File: src/rtl/mem_stage_access_unit.sv
// mem_stage_access_unit
//   MEM-stage consumer of the EX/MEM register. Runs the data-memory request/ready
//   handshake for loads and stores, stalls the front of the pipeline while an access
//   is outstanding, and owns the MEM/WB pipeline register.
//
// Ports
//   clk, reset               clock, synchronous active-high reset
//   MEM_*                    EX/MEM register outputs (controls, address, store data, rd, PC+4)
//   mem_req/we/addr/wdata    registered data-memory request
//   mem_rdata, mem_ready     data-memory response (ready only looked at in REQ)
//   stall                    combinational; holds EX/MEM and earlier stages
//   WB_*                     MEM/WB register outputs
//   mem_error                sticky access-timeout flag
//
// Build option
//   MEM_TIMEOUT_EN  when defined, a REQ lasting TIMEOUT_CYCLES without mem_ready is
//                   aborted with all-ones read data and mem_error set. When undefined,
//                   REQ waits for mem_ready indefinitely and mem_error is tied low.
module mem_stage_access_unit #(
  parameter int unsigned DATA_WIDTH     = 16,
  parameter int unsigned REG_ADDR_WIDTH = 2,
  parameter int unsigned TIMEOUT_CYCLES = 255,
  parameter int unsigned TIMEOUT_WIDTH  = 8
) (
  input  logic                      clk,
  input  logic                      reset,
  input  logic                      MEM_MemRead,
  input  logic                      MEM_MemWrite,
  input  logic                      MEM_RegWrite,
  input  logic                      MEM_MemtoReg,
  input  logic [DATA_WIDTH-1:0]     MEM_ALUResult,
  input  logic [DATA_WIDTH-1:0]     MEM_BusB_forwarded,
  input  logic [REG_ADDR_WIDTH-1:0] MEM_WriteRegister,
  input  logic [DATA_WIDTH-1:0]     MEM_PC4,
  input  logic                      MEM_JLControl,
  output logic                      mem_req,
  output logic                      mem_we,
  output logic [DATA_WIDTH-1:0]     mem_addr,
  output logic [DATA_WIDTH-1:0]     mem_wdata,
  input  logic [DATA_WIDTH-1:0]     mem_rdata,
  input  logic                      mem_ready,
  output logic                      stall,
  output logic                      WB_RegWrite,
  output logic                      WB_MemtoReg,
  output logic                      WB_JLControl,
  output logic [DATA_WIDTH-1:0]     WB_ReadData,
  output logic [DATA_WIDTH-1:0]     WB_ALUResult,
  output logic [DATA_WIDTH-1:0]     WB_PC4,
  output logic [REG_ADDR_WIDTH-1:0] WB_WriteRegister,
  output logic                      mem_error
);

  // Timeout limit must be non-zero and representable in the counter.
  if ((TIMEOUT_CYCLES == 32'd0) ||
      (64'(TIMEOUT_CYCLES) >= (64'(1) << TIMEOUT_WIDTH))) begin : g_bad_timeout
    $error("TIMEOUT_CYCLES must be in 1 .. 2**TIMEOUT_WIDTH-1");
  end

  typedef enum logic [1:0] {
    ST_IDLE = 2'd0,
    ST_REQ  = 2'd1,
    ST_DONE = 2'd2
  } state_e;

  state_e                    state_q, state_d;
  logic                      req_q, req_d;
  logic                      we_q, we_d;
  logic [DATA_WIDTH-1:0]     addr_q, addr_d;
  logic [DATA_WIDTH-1:0]     wdata_q, wdata_d;
  logic [DATA_WIDTH-1:0]     rdata_q, rdata_d;
  logic                      wb_regwrite_q, wb_regwrite_d;
  logic                      wb_memtoreg_q, wb_memtoreg_d;
  logic                      wb_jl_q, wb_jl_d;
  logic [DATA_WIDTH-1:0]     wb_rdata_q, wb_rdata_d;
  logic [DATA_WIDTH-1:0]     wb_alu_q, wb_alu_d;
  logic [DATA_WIDTH-1:0]     wb_pc4_q, wb_pc4_d;
  logic [REG_ADDR_WIDTH-1:0] wb_rd_q, wb_rd_d;

  logic access_c;
  logic load_c;

  // A simultaneous read+write is treated as a write.
  assign access_c = MEM_MemRead | MEM_MemWrite;
  assign load_c   = MEM_MemRead & ~MEM_MemWrite;
  assign stall    = access_c & (state_q != ST_DONE);

`ifdef MEM_TIMEOUT_EN
  logic [TIMEOUT_WIDTH-1:0] tmo_cnt_q, tmo_cnt_d;
  logic                     err_q, err_d;
`endif

  // Next-state, memory request and MEM/WB register update.
  always_comb begin
    state_d       = state_q;
    req_d         = req_q;
    we_d          = we_q;
    addr_d        = addr_q;
    wdata_d       = wdata_q;
    rdata_d       = rdata_q;
    wb_regwrite_d = wb_regwrite_q;
    wb_memtoreg_d = wb_memtoreg_q;
    wb_jl_d       = wb_jl_q;
    wb_rdata_d    = wb_rdata_q;
    wb_alu_d      = wb_alu_q;
    wb_pc4_d      = wb_pc4_q;
    wb_rd_d       = wb_rd_q;
`ifdef MEM_TIMEOUT_EN
    tmo_cnt_d     = tmo_cnt_q;
    err_d         = err_q;
`endif

    unique case (state_q)
      ST_IDLE: begin
        if (access_c) begin
          state_d = ST_REQ;
          req_d   = 1'b1;
          we_d    = MEM_MemWrite;
          addr_d  = MEM_ALUResult;
          wdata_d = MEM_BusB_forwarded;
`ifdef MEM_TIMEOUT_EN
          tmo_cnt_d = '0;
`endif
        end
      end
      ST_REQ: begin
        if (mem_ready) begin
          state_d = ST_DONE;
          req_d   = 1'b0;
          rdata_d = mem_rdata;
        end
`ifdef MEM_TIMEOUT_EN
        // Abort on the edge that ends the TIMEOUT_CYCLES-th unanswered REQ cycle.
        else if (tmo_cnt_q == TIMEOUT_WIDTH'(TIMEOUT_CYCLES - 32'd1)) begin
          state_d = ST_DONE;
          req_d   = 1'b0;
          rdata_d = '1;
          err_d   = 1'b1;
        end else begin
          tmo_cnt_d = tmo_cnt_q + TIMEOUT_WIDTH'(1);
        end
`endif
      end
      ST_DONE: state_d = ST_IDLE;
      default: state_d = ST_IDLE;
    endcase

    // Stalled cycles leave a bubble in WB; data fields keep their last values.
    if (!stall) begin
      wb_regwrite_d = MEM_RegWrite;
      wb_memtoreg_d = MEM_MemtoReg;
      wb_jl_d       = MEM_JLControl;
      wb_rdata_d    = load_c ? rdata_q : '0;
      wb_alu_d      = MEM_ALUResult;
      wb_pc4_d      = MEM_PC4;
      wb_rd_d       = MEM_WriteRegister;
    end else begin
      wb_regwrite_d = 1'b0;
      wb_memtoreg_d = 1'b0;
    end
  end

  // State and output registers; reset also drops any in-flight request.
  always_ff @(posedge clk) begin
    if (reset) begin
      state_q       <= ST_IDLE;
      req_q         <= 1'b0;
      we_q          <= 1'b0;
      addr_q        <= '0;
      wdata_q       <= '0;
      rdata_q       <= '0;
      wb_regwrite_q <= 1'b0;
      wb_memtoreg_q <= 1'b0;
      wb_jl_q       <= 1'b0;
      wb_rdata_q    <= '0;
      wb_alu_q      <= '0;
      wb_pc4_q      <= '0;
      wb_rd_q       <= '0;
`ifdef MEM_TIMEOUT_EN
      tmo_cnt_q     <= '0;
      err_q         <= 1'b0;
`endif
    end else begin
      state_q       <= state_d;
      req_q         <= req_d;
      we_q          <= we_d;
      addr_q        <= addr_d;
      wdata_q       <= wdata_d;
      rdata_q       <= rdata_d;
      wb_regwrite_q <= wb_regwrite_d;
      wb_memtoreg_q <= wb_memtoreg_d;
      wb_jl_q       <= wb_jl_d;
      wb_rdata_q    <= wb_rdata_d;
      wb_alu_q      <= wb_alu_d;
      wb_pc4_q      <= wb_pc4_d;
      wb_rd_q       <= wb_rd_d;
`ifdef MEM_TIMEOUT_EN
      tmo_cnt_q     <= tmo_cnt_d;
      err_q         <= err_d;
`endif
    end
  end

  assign mem_req          = req_q;
  assign mem_we           = we_q;
  assign mem_addr         = addr_q;
  assign mem_wdata        = wdata_q;
  assign WB_RegWrite      = wb_regwrite_q;
  assign WB_MemtoReg      = wb_memtoreg_q;
  assign WB_JLControl     = wb_jl_q;
  assign WB_ReadData      = wb_rdata_q;
  assign WB_ALUResult     = wb_alu_q;
  assign WB_PC4           = wb_pc4_q;
  assign WB_WriteRegister = wb_rd_q;
`ifdef MEM_TIMEOUT_EN
  assign mem_error        = err_q;
`else
  assign mem_error        = 1'b0;
`endif

endmodule

File: config.mk
export PLATFORM = sky130hd
export DESIGN_NAME = mem_stage_access_unit
export DESIGN_NICKNAME = d
export VERILOG_FILES = /design/src/rtl/mem_stage_access_unit.sv
export SDC_FILE = /design/constraint.sdc
export NUM_CORES = 1
export LEC_CHECK = 0
export CAP_MARGIN = 20
export CELL_PAD_IN_SITES_DETAIL_PLACEMENT = 1
export CELL_PAD_IN_SITES_GLOBAL_PLACEMENT = 1
export CORE_UTILIZATION = 31
export CTS_BUF_LIST = sky130_fd_sc_hd__clkbuf_4
export DETAILED_ROUTE_END_ITERATION = 12
export PLACE_DENSITY_LB_ADDON = 0.25
export RECOVER_POWER = 100
export SLEW_MARGIN = 20
export SYNTH_ARGS = -nofsm -noshare
export SYNTH_HDL_FRONTEND = slang
export SYNTH_SLANG_ARGS = --single-unit
File: constraint.sdc
create_clock -name clk -period 1.3 [get_ports clk]
set_clock_uncertainty 0.05 [all_clocks]
set_input_delay 0.13 -clock clk [delete_from_list [all_inputs] [get_ports clk]]
set_output_delay 0.13 -clock clk [all_outputs]
set_load 0.005 [all_outputs]
[Yosys cells after proc, flatten, opt, wreduce, memory -nomap -nowiden]
Index checks and enable logic that the tools add are counted.
Storage, ports and cells
  register bits after elaboration: 105
  bits of input ports: 74
  output and inout bits: 89
  logic and storage cells: 35
Cells by class
  eq/ne operators: 4
  muxes and demuxes: 7
  bitwise operators: 4
  reduce and logical (&&, ||, !) cells: 7
Operator list (count)
  16-bit two-way mux: 1
  2-bit inequality test, second input constant: 3
  2-bit AND reduction: 3
  2-bit two-way mux: 2
  2-bit one-hot mux with 2 select lines: 1
  3-bit AND reduction: 1
  1-bit bitwise AND: 2
  2-bit by 1-bit equality test with 1-bit output, second input constant: 1
  2-bit logical NOT: 1
  1-bit two-way mux: 2
  1-bit one-hot mux with 2 select lines: 1
  2-bit nonzero test: 1
  2-bit OR reduction: 1
  1-bit NOT: 1
  1-bit OR: 1

[Depth between registers and ports, before layout]
Gate-level depths: netlist of run 1.
  depth after elaboration: 3
  gate-level depth with buffers: 6
  depth with buffers taken out: 4

[Worst setup path before layout of run 1]
Ideal clock, no wire load.
  path type: reg-to-reg
  from: reg state_q[1]
  to: reg wb_alu_q[10], in the netlist WB_ALUResult[10]
  library setup time: 0.072 ns
  arrival: 1.233 ns
  required time: 1.178 ns
  slack: -0.055 ns
  cell stages (with the launch flop): 7
  buffers on the path: 2
  clock period less this slack: 1.355 ns
  cells stage by stage: dfxtp_1 nor2b_1 or2_1 buf_6 inv_6 buf_6 mux2i_1
Between the ends
  word-level cells in the longest chain between the ends: 2
Ends and longest elaborated chain
  start, declared: line 65  | state_e state_q, state_d;
  start signal, assigned: line 183  | state_q <= state_d;
  2-bit inequality test: line 85  | assign stall = access_c & (state_q != ST_DONE);
  1-bit bitwise AND: line 85
  net stall: line 42  | output logic stall,
  end signal, assigned: line 193  | wb_alu_q <= wb_alu_d;
  end, declared: line 75  | logic [DATA_WIDTH-1:0] wb_alu_q, wb_alu_d;
The timed path passes the listed nets, and every way through them passes these cells.
A chain may end at the register's enable or synchronous reset.

[Worst setup path in the final report of run 1]
  from: reg state_q[1]
  to: out stall
Between the ends
  word-level cells in the longest chain between the ends: 2
Ends and longest elaborated chain (line)
  2-bit inequality test: 85
  1-bit bitwise AND: 85
  end, declared: 42
Every way passes these cells.

==> impl_metrics.py, run 1 <==
metrics = {
    "worst_setup_path": {
        "regToRegEndpoint": "WB_ReadData[15]$_SDFFE_PP0N_",
        "critPathMaxFanout": 2,
        "worst_ep_required_time_ns": 1.12,
        "endpoint": "stall",
        "end_kind": "output pin",
        "r2r-start": "state_q[1]$_SDFFE_PP0P_",
        "cp-startpoint": "state_q[1]$_SDFFE_PP0P_",
        "worstPathArrival_ns": 1.34,
        "crit_type": "register to output pin",
        "worst_r2r_path_depth": 4,
        "start_kind": "register",
        "reg2reg_slack_ns": -0.15,
    },
    "placed_design": {
        "dp_hpwl_mm": 8.31,
        "dp_cells": 784,
        "routabilityCongestion": 0.702,
        "io_buffers": 161,
        "pre_cts_ws_ns": -0.531,
    },
    "timing": {
        "rsz0062_at_grt": "yes",
        "hold_ws_ns": 0.0759,
        "fin_crit_ns": 1.52,
        "setup_violations": 67,
        "max_freq_ghz": 0.657,
        "fin_ws_ns": -0.222,
        "period_share_pct": 117,
        "hold_viol": 0,
        "slew_violations": 0,
        "setup_tns_ns": -5.52,
    },
    "clock_tree": {
        "cts_hold_buf": 0,
        "numClockSinks": 105,
        "clkTransAtPathRegs_ns": 0.16,
        "cts_root_buffer": "clkbuf_4",
        "tritoncts": "built",
        "clock_path_buffers": 2,
        "htree_levels": 3,
        "cts_buffers": 9,
        "insertion_delay_ns": 0.47,
    },
    "yosys": {
        "seq_area_frac_synth_pct": 47.5,
        "synth-main-ff-cell": "dfxtp_1",
        "synth_commonest_cells": "115 x nand2b_1, 105 x dfxtp_1, 48 x mux2i_1",
        "yosysTopAreaCellShare_pct": 47.5,
        "synth.most_common_cell": "nand2b_1",
        "synth-seq-cells": 105,
        "netlist_instances": 463,
        "synth_top_cell_by_area": "dfxtp_1",
        "synthesis.nets": 537,
        "yosys_warnings": 0,
        "netlist-cell-type-count": 26,
        "async_flop_share_pct": 0,
        "avgSynthCellArea_um2": 9.55,
        "syn-cell-area_um2": 4420,
        "netlist_top_cells_area": "dfxtp_1 48%, nand2b_1 16%, mux2i_1 11%, o21ai_0 4.2%, o32ai_2 4.0%",
        "synth-edff-count": 0,
    },
    "die": {
        "pin_count": 163,
        "core_um2": 13900,
        "die-width_um": 121,
        "chipHeight_um": 121,
        "initial_utilization_pct": 31.9,
        "fp-row-count": 43,
        "dieArea_um2": 14700,
    },
    "run_status": {
        "violations": "negative setup slack",
        "status": "complete, but fails checks",
    },
    "grt": {
        "grt-ovfl-total": 0,
        "grt_pass1_vias": 3992,
        "grt_pass1_wl_mm": 19.6,
        "track_usage_pct": 17.2,
        "grt_antenna_before_repair": 1,
        "grt_max_degree": 111,
    },
    "power": {
        "pwr_density_cell_nw_per_um2": 985,
        "vdd_ir_drop_max_v": 0.000388,
        "power.leakage_uw": 0.00271,
    },
    "route": {
        "avgRoutedWirePerCell_um": 15.1,
        "drt_wl_total_mm": 12.7,
        "wl_met2_mm": 6.36,
        "drt_iter0_markers": 166,
        "topRoutingLayerUsed": "met4",
        "drt-pass1-iter-count": 4,
        "wl_met3_um": 660,
        "ant_nets": 0,
        "via_count": 3824,
        "vias_per_cell": 4.55,
        "wl_met1_mm": 5.41,
        "drc": 0,
    },
    "layout": {
        "finalCoreUtilization_pct": 48.7,
        "drive_gt1_share_pct": 24.4,
        "area.growth.synth_to_final_pct": 53.0,
        "final-instance-count-excl-fill": 840,
        "fin_nets": 728,
    },
    "flow_run": {
        "maxCapViolCount": 0,
    },
    "min_path": {
        "min_path_type": "primary input to register",
    },
}
## stage by stage
step / total power (uW) / area [um2]
2_1_floorplan: 4140 / 4440
5_1_grt: 7020 / 6770
3_3_place_gp: 4850 / 6290
3_5_place_dp: 4900 / 6290
6_report: 6670 / 6770
4_1_cts: 6670 / 6650
## final cells by class
cell class / count / area (um2)
fill: 1594 / 7110
sequential: 105 / 2150
multi-input combinational: 304 / 2100
timing repair buffer: 217 / 2080
tap: 180 / 225
inverter: 17 / 71.3
clock inverter: 7 / 70.1
clock buffer: 9 / 67.6
antenna: 1 / 2.50
## logic make-up (layout without fill, tap and decap cells)
family / count (synthesis) / after routing / share of synthesized area (%)
buffers and inverters: 54 / 250 / 5.91
flip-flops: 105 / 105 / 47.5
AND/OR/NAND/NOR: 180 / 180 / 23.8
multiplexers: 48 / 48 / 10.9
other: 1 / 2 / 0.0848
AO/OA/AOI/OAI: 75 / 75 / 11.8
## critical path: stages, from the launching register on
cell,delay [ns]
dfxtp_2,0.36
nor2b_4,0.12
or2_4,0.25
inv_8,0.05
buf_6,0.09
## routing by layer
metal | track usage (%) | vias to the layer above
li1 | - | 1900
met1 | 20.2 | 1820
met2 | 29.4 | 90
met3 | 4.98 | 14
met4 | 6.79 | 0
met5 | 0 | -
## flip-flops by register name (all words and copies together), names as in the netlist
name,flops
WB_WriteRegister,2
mem_req,1
mem_wdata,16
state_q,2
WB_PC4,16
mem_we,1
WB_ALUResult,16
WB_MemtoReg,1
mem_addr,16
WB_JLControl,1
rdata_q,16
WB_RegWrite,1
WB_ReadData,16
## power breakdown
part | internal (uW) | total [uW] | switching [uW]
logic | 852 | 1410 | 560
clock network | 588 | 1720 | 1130
registers | 3430 | 3540 | 111
total | 4870 | 6670 | 1800
## cells in the final DEF (no fill, tap or decap), types with 2 or more instances in the layout
cell             count
buf_12               8
nor2_1               2
inv_1               16
clkbuf_2            24
nand2b_1           115
dfxtp_2             39
clkinv_2             3
o21ai_1              2
mux2i_1             47
a21oi_1             18
nor3b_2              2
dlygate4sd2_1        2
clkdlybuf4s50_1     72
buf_6                6
o32ai_2             11
o32ai_1              5
clkbuf_4             9
nor2b_1             19
o21ai_0             36
nand2_1             34
clkdlybuf4s15_1     60
nand3b_1             2
buf_16               2
dfxtp_1             65
buf_4               40
## worst min-delay path by stage
stage	startpoint	to	slack, ns	depth (start not counted)
3_5_place_dp	rdata_q[8]$_SDFFE_PP0P_	rdata_q[8]$_SDFFE_PP0P_	0.40	2
5_1_grt	reset	rdata_q[9]$_SDFFE_PP0P_	0.05	3
2_1_floorplan	mem_rdata[0]	rdata_q[0]$_SDFFE_PP0P_	0.22	2
3_3_place_gp	rdata_q[4]$_SDFFE_PP0P_	rdata_q[4]$_SDFFE_PP0P_	0.39	2
6_report	reset	rdata_q[9]$_SDFFE_PP0P_	0.08	3
4_1_cts	reset	state_q[0]$_SDFFE_PP0P_	0.02	3
## repair_timing
item	4_1_cts	5_1_grt
setup endpoints to repair	150	140
cloned	1	1
buffers inserted	18	19
pin swaps	1	1
resized for setup	218	90
(Power assumes the default switching activity.)
==> inputs of run 2 (changes only) <==
--- a/config.mk
+++ b/config.mk
@@ -8,7 +8,7 @@
 export CAP_MARGIN = 20
 export CELL_PAD_IN_SITES_DETAIL_PLACEMENT = 1
 export CELL_PAD_IN_SITES_GLOBAL_PLACEMENT = 1
-export CORE_UTILIZATION = 31
+export CORE_UTILIZATION = 30
 export CTS_BUF_LIST = sky130_fd_sc_hd__clkbuf_4
 export DETAILED_ROUTE_END_ITERATION = 12
 export PLACE_DENSITY_LB_ADDON = 0.25
==> run 2 against run 1 <==
Net effect: the flow still finishes with violations (negative setup slack); register-to-register slack is essentially flat; utilization down 3.1 points; combinational power down 9%; fmax is 1.3% higher; sequential cell count stayed put; die area up 3.3%; critical path type unchanged.
==> impl_metrics.py, run 2 (synthesized netlist as in run 1, its figures left out) <==
metrics = {
    "run_status": {
        "status": "complete, but fails checks",
        "violations": "negative setup slack",
    },
    "timing": {
        "fin_crit_ns": 1.50,
        "max_freq_ghz": 0.666,
        "setup_violations": 67,
        "hold_viol": 0,
        "slew_violations": 0,
        "setup_tns_ns": -4.45,
        "rsz0062_at_grt": "yes",
        "period_share_pct": 116,
        "fin_ws_ns": -0.202,
    },
    "worst_setup_path": {
        "start_kind": "register",
        "reg2reg_slack_ns": -0.15,
        "worstPathArrival_ns": 1.32,
        "path_delay_family": "simple AND/OR/NAND/NOR gates",
        "cpMaxStageDelayCell": "dfxtp_2",
        "cp_slowest_stage_delay_ns": 0.35,
        "crit_type": "register to output pin",
        "crit_chain": "nor2b_4, or2_4, inv_8, buf_6",
        "worst-path-buf-inv": 2,
        "worst_ep_required_time_ns": 1.12,
        "r2r-start": "state_q[1]$_SDFFE_PP0P_",
        "critPathMaxFanout": 2,
        "cp-startpoint": "state_q[1]$_SDFFE_PP0P_",
        "end_kind": "output pin",
    },
    "route": {
        "drt-pass1-iter-count": 4,
        "vias_per_cell": 4.55,
        "drc": 0,
        "avgRoutedWirePerCell_um": 15.2,
        "drt_iter0_markers": 208,
        "via_count": 3761,
        "ant_nets": 0,
        "drt_wl_total_mm": 12.5,
    },
    "power": {
        "pwr_density_cell_nw_per_um2": 962,
        "power_uw": 6350,
        "power.leakage_uw": 0.00261,
        "vdd_ir_drop_max_v": 0.000365,
    },
    "layout": {
        "antennaDiodeCount": 0,
        "area.growth.synth_to_final_pct": 49.3,
        "nFillCells": 1674,
        "final_area_um2": 6600,
        "final_common_cell": "nand2b_1",
        "drive_gt1_share_pct": 18.5,
        "seqCellArea_um2": 2140,
        "fin_nets": 712,
        "multi_input_area_um2": 2090,
        "final_cell_mix": "115 x nand2b_1, 72 x dfxtp_1, 72 x clkdlybuf4s50_1, 71 x clkdlybuf4s15_1, 47 x mux2i_1",
    },
    "die": {
        "dieArea_um2": 15200,
        "die-width_um": 123,
        "initial_utilization_pct": 30.5,
        "core_um2": 14500,
        "fp-row-count": 44,
        "chipHeight_um": 123,
        "pin_count": 163,
    },
    "placed_design": {
        "placed_area_um2": 6340,
        "routabilityCongestion": 0.725,
        "io_buffers": 161,
        "dp_hpwl_mm": 8.60,
    },
    "grt": {
        "grt_pass1_wl_mm": 18.5,
        "track_usage_pct": 16.0,
        "grt_max_degree": 51,
        "grt-ovfl-total": 0,
        "grt_antenna_before_repair": 0,
        "grt_pass1_vias": 3686,
    },
    "clock_tree": {
        "htree_levels": 3,
        "tritoncts": "built",
        "clkTransAtPathRegs_ns": 0.16,
        "cts_buffers": 9,
        "insertion_delay_ns": 0.46,
        "cts_hold_buf": 0,
        "clock_path_buffers": 2,
        "cts_root_buffer": "clkbuf_4",
        "numClockSinks": 105,
    },
    "min_path": {
        "min_path_type": "primary input to register",
        "worst_hold_startpoint": "reset",
    },
    "flow_run": {
        "maxCapViolCount": 0,
    },
}
[run 2: routing by layer]
layer  routed length (um)  GRT usage, %  vias to the layer above
li1                     -             -                     1863
met1                 5440          19.2                     1795
met2                 6170          27.2                       92
met3                  770          4.52                       11
met4                  151          6.10                        0
met5                    0             0                        -
[run 2: final timing paths]
| check | cells past startpoint | endpoint |
|---|---|---|
| max reg2reg | 5 | WB_ALUResult[1]$_SDFFE_PP0N_ |
| min | 3 | mem_addr[2]$_SDFFE_PP0P_ |
| max | 4 | stall |
| min reg2reg | 2 | rdata_q[8]$_SDFFE_PP0P_ |
[run 2: final cells by class]
| class | instances | area share, % |
|---|---|---|
| clock inverters | 5 | 0.493 |
| repair buffers | 201 | 29.7 |
| well taps | 184 | 3.49 |
| multi-input cells | 304 | 31.6 |
| inverters | 17 | 1.08 |
| flip-flops and latches | 105 | 32.5 |
| clock buffers | 10 | 1.14 |
[run 2: per-stage QoR]
| stage | util (%) | hold slack, ns | setup WS (ns) | instances |
|---|---|---|---|---|
| 2_1_floorplan | - | 0.216 | -0.0167 | 463 |
| 3_3_place_gp | 43.8 | 0.393 | -0.505 | 791 |
| 3_5_place_dp | 43.8 | 0.403 | -0.516 | 791 |
| 4_1_cts | 45.8 | 0.0561 | -0.257 | 820 |
| 5_1_grt | 45.6 | 0.0788 | -0.278 | 826 |
| 6_report | 45.6 | 0.0980 | -0.202 | 826 |
[run 2: power by group]
part           switching [uW]  internal [uW]  leakage (uW)  total [uW]
registers                 111           3430      0.000873        3540
clock network            1110            409     0.0000664        1520
logic                     531            763       0.00167        1290
total                    1750           4600       0.00261        6350
[run 2: tightest hold or removal path, stage by stage]
cell      delay, ns
buf_4          0.25
nand2b_1       0.14
mux2i_1        0.06
[run 2: what timing repair did]
action	4_1_cts	5_1_grt
endpoints found under the hold margin	0	0
endpoints found under the setup margin	142	114
gates resized for setup	216	53
pin swaps	1	1
buffers inserted	13	6
gates cloned	1	1
